### src/rtl/pmu_stream_tx_if.sv
// Word stream handshake between the bitstream source (DMA/host buffer) and pmu_stream_tx.
`timescale 1ns/1ps
interface pmu_stream_tx_if #(
    parameter int WORD_W = 64
);
    logic [WORD_W-1:0] word_i;
    logic              word_valid_i;
    logic              word_ready_o;

    modport master (output word_i, word_valid_i, input word_ready_o);
    modport slave  (input word_i, word_valid_i, output word_ready_o);
endinterface

### src/rtl/pmu_stream_tx.sv
// Serialises a 64-bit header plus 64-bit configuration words (optionally each followed by
// its CRC-8) onto the PMU data/enable pins, with a one-word prefetch buffer on the input side.
`timescale 1ns/1ps
module pmu_stream_tx #(
    parameter int         WORD_W   = 64,
    parameter logic [7:0] CRC_POLY = 8'hEB
) (
    input  logic                tck_i,
    input  logic                rst_i,
    input  logic                start_i,
    input  logic [31:0]         word_count_i,
    input  logic [31:0]         last_bits_i,
    input  logic                checksum_en_i,
    pmu_stream_tx_if.slave      word_if,
    output logic                data_o,
    output logic                en_o,
    output logic                busy_o,
    output logic                done_o,
    output logic                err_o
);
    localparam int CNT_W = $clog2(WORD_W);

    typedef enum logic [2:0] {
        S_IDLE,
        S_HDR,
        S_DATA,
        S_CRC,
        S_DONE
    } state_t;

    state_t              state_q, state_d;
    logic [WORD_W-1:0]   hdr_q;
    logic [WORD_W-1:0]   shreg_q;
    logic [WORD_W-1:0]   buf_q;
    logic                buf_vld_q;
    logic [CNT_W-1:0]    bitcnt_q;
    logic [31:0]         wcnt_q;
    logic                chk_en_q;
    logic [7:0]          crc_q;
    logic                err_q;

    logic accept, drain, underrun, last_bit, crc_last, fill, frame_active;

    function automatic logic [7:0] crc8_step(input logic [7:0] crc, input logic b);
        logic fb;
        fb = b ^ crc[7];
        return {crc[6:0], 1'b0} ^ (fb ? CRC_POLY : 8'h00);
    endfunction

    assign accept       = start_i && (word_count_i != 32'd0);
    assign last_bit     = (bitcnt_q == CNT_W'(WORD_W - 1));
    assign crc_last     = (bitcnt_q[2:0] == 3'd7);
    assign frame_active = (state_q == S_HDR) || (state_q == S_DATA) || (state_q == S_CRC);

    assign word_if.word_ready_o = frame_active && !buf_vld_q;
    assign fill                 = word_if.word_valid_i && word_if.word_ready_o;

    always_ff @(posedge tck_i or posedge rst_i) begin
        if (rst_i) state_q <= S_IDLE;
        else       state_q <= state_d;
    end

    // Every entry into DATA pulls from the buffer; an empty buffer there aborts the frame.
    always_comb begin
        state_d  = state_q;
        drain    = 1'b0;
        underrun = 1'b0;
        case (state_q)
            S_IDLE: if (accept) state_d = S_HDR;
            S_HDR:  if (last_bit) drain = 1'b1;
            S_DATA: begin
                if (last_bit) begin
                    if (chk_en_q)               state_d = S_CRC;
                    else if (wcnt_q == 32'd1)   state_d = S_DONE;
                    else                        drain   = 1'b1;
                end
            end
            S_CRC: begin
                if (crc_last) begin
                    if (wcnt_q == 32'd0) state_d = S_DONE;
                    else                 drain   = 1'b1;
                end
            end
            S_DONE:  state_d = S_IDLE;
            default: state_d = S_IDLE;
        endcase
        if (drain) begin
            if (buf_vld_q) begin
                state_d = S_DATA;
            end else begin
                underrun = 1'b1;
                state_d  = S_IDLE;
            end
        end
    end

    always_ff @(posedge tck_i or posedge rst_i) begin
        if (rst_i) begin
            bitcnt_q  <= '0;
            wcnt_q    <= '0;
            chk_en_q  <= 1'b0;
            buf_vld_q <= 1'b0;
            crc_q     <= '0;
            err_q     <= 1'b0;
        end else begin
            if ((state_d != state_q) || (state_q == S_IDLE)) bitcnt_q <= '0;
            else                                             bitcnt_q <= bitcnt_q + CNT_W'(1);

            if ((state_q == S_IDLE) && accept) begin
                wcnt_q   <= word_count_i;
                chk_en_q <= checksum_en_i;
                err_q    <= 1'b0;
            end
            if (underrun) err_q <= 1'b1;
            if ((state_q == S_DATA) && last_bit) wcnt_q <= wcnt_q - 32'd1;

            if (drain && buf_vld_q)    crc_q <= 8'h00;
            else if (state_q == S_DATA) crc_q <= crc8_step(crc_q, shreg_q[0]);

            // A fill on the drain edge wins, so the buffer keeps the newly arrived word.
            if (state_d == S_IDLE) begin
                buf_vld_q <= 1'b0;
            end else begin
                if (drain) buf_vld_q <= 1'b0;
                if (fill)  buf_vld_q <= 1'b1;
            end
        end
    end

    always_ff @(posedge tck_i) begin
        if ((state_q == S_IDLE) && accept) hdr_q <= {last_bits_i, word_count_i};
        if (fill) buf_q <= word_if.word_i;
        if (drain)                  shreg_q <= buf_q;
        else if (state_q == S_DATA) shreg_q <= shreg_q >> 1;
    end

    always_comb begin
        data_o = 1'b0;
        case (state_q)
            S_HDR:   data_o = hdr_q[bitcnt_q];
            S_DATA:  data_o = shreg_q[0];
            S_CRC:   data_o = crc_q[3'd7 - bitcnt_q[2:0]];
            default: data_o = 1'b0;
        endcase
    end

    assign en_o   = frame_active;
    assign busy_o = (state_q != S_IDLE);
    assign done_o = (state_q == S_DONE);
    assign err_o  = err_q;
endmodule

### src/flat_wrapper.sv
// flat-port wrapper written by rule: the top's interface ports become plain ports
module pmu_stream_tx_flat 
#(
    parameter int         WORD_W   = 64,
    parameter logic [7:0] CRC_POLY = 8'hEB
)
  (tck_i, rst_i, start_i, word_count_i, last_bits_i, checksum_en_i, data_o, en_o, busy_o, done_o, err_o, word_if_word_i, word_if_word_valid_i, word_if_word_ready_o);
  pmu_stream_tx_if #(.WORD_W(WORD_W)) word_if_i ();
  input  logic tck_i;
  input  logic rst_i;
  input  logic start_i;
  input  logic [31:0] word_count_i;
  input  logic [31:0] last_bits_i;
  input  logic checksum_en_i;
  output logic data_o;
  output logic en_o;
  output logic busy_o;
  output logic done_o;
  output logic err_o;
  input wire logic [$bits(word_if_i.word_i)-1:0] word_if_word_i;
  input wire logic [$bits(word_if_i.word_valid_i)-1:0] word_if_word_valid_i;
  output wire logic [$bits(word_if_i.word_ready_o)-1:0] word_if_word_ready_o;
  assign word_if_i.word_i = word_if_word_i;
  assign word_if_i.word_valid_i = word_if_word_valid_i;
  assign word_if_word_ready_o = word_if_i.word_ready_o;
  pmu_stream_tx #(.WORD_W(WORD_W), .CRC_POLY(CRC_POLY)) u_core (.tck_i(tck_i), .rst_i(rst_i), .start_i(start_i), .word_count_i(word_count_i), .last_bits_i(last_bits_i), .checksum_en_i(checksum_en_i), .word_if(word_if_i), .data_o(data_o), .en_o(en_o), .busy_o(busy_o), .done_o(done_o), .err_o(err_o));
endmodule
### config.mk
export PLATFORM = sky130hd
export DESIGN_NAME = pmu_stream_tx_flat
export DESIGN_NICKNAME = d
export VERILOG_FILES = /design/src/rtl/pmu_stream_tx_if.sv /design/src/rtl/pmu_stream_tx.sv /design/src/flat_wrapper.sv
export SDC_FILE = /design/constraint.sdc
export NUM_CORES = 1
export LEC_CHECK = 0
export ABC_AREA = 0
export CORE_ASPECT_RATIO = 0.6
export CORE_MARGIN = 4
export CORE_UTILIZATION = 59
export DETAILED_ROUTE_END_ITERATION = 7
export MAX_ROUTING_LAYER = met4
export PLACE_DENSITY_LB_ADDON = 0.08
export SLEW_MARGIN = 5
export SYNTH_ARGS = -nofsm -noshare
export SYNTH_HDL_FRONTEND = slang
export SYNTH_SLANG_ARGS = --single-unit
### constraint.sdc
create_clock -name tck_i -period 5.99 [get_ports tck_i]
set_input_delay 0.599 -clock tck_i [delete_from_list [all_inputs] [get_ports tck_i]]
set_output_delay 0.599 -clock tck_i [all_outputs]
set_load 0.02 [all_outputs]
==> flow_summary.yaml <==
sta:
  fin_tns_setup_ns: 0
  slew_headroom: 0.2391
  max_freq_mhz: 242.2
  finalCritPeriodShare: 0.6891
  fin_skew_ns: 0.009137
  worst_pin_slew_ns: 1.140
  hold_viol_final: 0
  drv_slew: 0
  grt_setup_unrepaired: "false"
  setup_violations: 0
  finalCriticalPeriod_ns: 4.128
run_status:
  status: "finished, final reports clean"
worst_setup_path:
  rr_startpoint: "u_core.wcnt_q[8]"
  slowest_stage: "nor4_1"
  crit_fanout: 68
  worstSetupStartpoint: "u_core.wcnt_q[8]"
  reg2reg_slack_ns: 1.86
  r2r_cells: 7
  critPathCapture: "u_core.shreg_q[52]"
  cp_common_cell: "buf_4"
  crit_type: "register to register"
  reg2reg_to: "u_core.shreg_q[52]"
  cp-start-kind: "register"
  endpoint_kind: "register"
  cp.required_ns: 6.23
  crit_family: "simple AND/OR/NAND/NOR gates"
  crit_chain: "nor4_1 > nand4_1 > o211ai_4 > and3_2 > buf_4 > nand2_2 > buf_4"
  crit_cells: 7
  max_stage_delay_ns: 0.78
  path_buf_inv: 2
  crit_arrival_ns: 4.37
clock_network:
  clock_path_buffers: 3
  cts_setup_buffers: 0
  numCtsBuffers: 22
  postCtsResizedCells: 0
  clockRootBuffer: "clkbuf_16"
  cts_sinks: 244
  clk_pin_slew_ns: 0.06
  ctsHtreeMaxLevel: 1
  ctsHoldBuffers: 0
  cts_tree: "yes"
  clk_latency_ns: 0.50
floorplan:
  boundaryPins: 139
  start_util: 0.6028
  fp-row-count: 37
  dieArea_sq_mm: 0.01975
  die_y_um: 110.5
  core_area_sq_mm: 0.01713
  die_w_um: 178.8
layout:
  fin_nets: 1075
  drive_above_1_share: 0.09119
  area_growth_pct: 22.16
  fillers: 1132
  final_core_util: 0.7365
power:
  cellLeakagePower_nw: 4.665
  p_per_area_mw_per_mm2: 336.4
  ir_drop_mv: 0.1954
synthesis:
  ys_seq_area_frac: 0.6844
  synthArstFlopShare: 0.2131
  netlist_area_sq_mm: 0.01033
  synth-edff-count: 192
  avgSynthCellArea_sq_um: 12.94
  ys_seq_elements: 244
  syn_nets: 935
  netlist_instances: 798
  synthFlopType: "edfxtp_1"
  synth-warning-count: 0
  synth_cell_type_count: 70
min_path:
  hold_path_class: "register to register"
global_routing:
  grt_pass1_vias: 6881
  grt_start_max_net_pins: 85
  overflow: 0
  grt_pass1_wl_mm: 37.27
  antenna_found_initial: 0
  globalRouteTotalUtil: 0.2469
route:
  first_iter_violations: 742
  wl_per_cell_um: 19.91
  first_pass_iters: 7
  drt_drc_violations_left: 0
  vias: 6932
  final_antenna_net_count: 0
  routed_wl_mm: 23.68
  viasPerCell: 5.830
place:
  gp_congestion: 0.9313
  port_buffers: 138
  place.detailed.hpwl_mm: 16.36
job:
  cap_violations: 0
## area by class of cell
| type | instances | area, sq um | area share |
|---|---|---|---|
| multi-input combinational | 508 | 3035 | 0.2406 |
| inverter | 14 | 52.55 | 0.004166 |
| sequential | 244 | 7067 | 0.5602 |
| clock buffer | 30 | 631.9 | 0.05009 |
| tap | 234 | 292.8 | 0.02321 |
| timing repair buffer | 148 | 1456 | 0.1155 |
| antenna | 1 | 2.502 | 0.0001984 |
| clock inverter | 10 | 76.32 | 0.006050 |
## how the worst min path moves through the flow
stage | endpoint | start | cells past startpoint
5_1_grt | u_core.wcnt_q[15] | u_core.wcnt_q[15] | 1
6_report | u_core.wcnt_q[15] | u_core.wcnt_q[15] | 1
3_3_place_gp | u_core.wcnt_q[15] | u_core.wcnt_q[15] | 1
2_1_floorplan | u_core.wcnt_q[15] | u_core.wcnt_q[15] | 1
4_1_cts | u_core.wcnt_q[15] | u_core.wcnt_q[15] | 1
3_5_place_dp | u_core.wcnt_q[15] | u_core.wcnt_q[15] | 1
## cells in the final DEF (no fill, tap or decap), types with 4 or more instances in the layout
master / Yosys / routed
a21o_1: 5 / 5
a31oi_1: 4 / 4
or4_1: 4 / 4
a21oi_1: 21 / 21
buf_4: 1 / 10
o21ai_0: 11 / 11
dfrtp_1: 52 / 52
mux2i_1: 6 / 6
clkbuf_16: 0 / 23
xnor2_1: 7 / 7
ha_1: 4 / 4
nor4_1: 16 / 16
nor3_1: 19 / 19
nand4_1: 6 / 6
nand2_1: 228 / 227
o211ai_1: 7 / 7
clkdlybuf4s50_1: 0 / 138
clkbuf_1: 14 / 4
and2_1: 7 / 6
a211oi_1: 5 / 5
and3_1: 6 / 5
clkinv_2: 0 / 7
edfxtp_1: 192 / 192
nor2_1: 47 / 47
mux4_2: 21 / 21
or3_1: 5 / 5
nand3_1: 25 / 24
inv_1: 14 / 12
## Yosys cell counts, drive strengths merged, types with 14 or more instances
library cell,count,share of area
nor4,19,0.015
nand3,25,0.012
clkbuf,14,0.0051
a21oi,21,0.010
edfxtp,192,0.56
nor2,47,0.017
buf,18,0.012
inv,14,0.0051
nor3,20,0.011
mux4,21,0.046
dfrtp,52,0.13
nand2,228,0.083
## sequential cells by signal, summed over array words and instances (netlist names)
name	cells
u_core.bitcnt_q	6
u_core.buf_q	64
u_core.buf_vld_q	1
u_core.chk_en_q	1
u_core.crc_q	8
u_core.err_o	1
u_core.hdr_q	64
u_core.shreg_q	64
u_core.state_q	3
u_core.wcnt_q	32
## cell families after synthesis
kind of cell             count (synthesis)  synth area share
adder cells (fa/ha/maj)                  4          0.004847
buffers and inverters                   46           0.02266
AND/OR/NAND/NOR                        382            0.1683
AO/OA/AOI/OAI                           84           0.05865
multiplexers                            28           0.05271
XOR/XNOR                                10          0.008482
flip-flops                             244            0.6844
## through the flow
stage	instance area (sq um)	hold slack [ns]	total power, mW	std cells	setup WS (ns)
after floorplan	10330	0.4478	2.609	798	2.130
after global placement	11900	0.4672	2.864	1148	2.034
after detailed placement	11900	0.4777	2.892	1148	1.939
after CTS	12610	0.4875	4.264	1188	1.936
after global routing	12610	0.4906	4.416	1188	1.596
final	12610	0.4801	4.243	1189	1.862
## per-layer routing
metal	global-route usage	up-vias	routed length [um]
li1	-	3206	-
met1	0.3819	3396	10880
met2	0.3417	302	10280
met3	0.05679	28	2166
met4	0.04803	0	348
met5	-	-	0
## report_power, final
group / switching (mW) / internal, mW / total, mW
clock: 0.594 / 0.784 / 1.38
combinational: 0.337 / 0.337 / 0.674
sequential: 0.167 / 2.03 / 2.19
(Power assumes the default switching activity.)
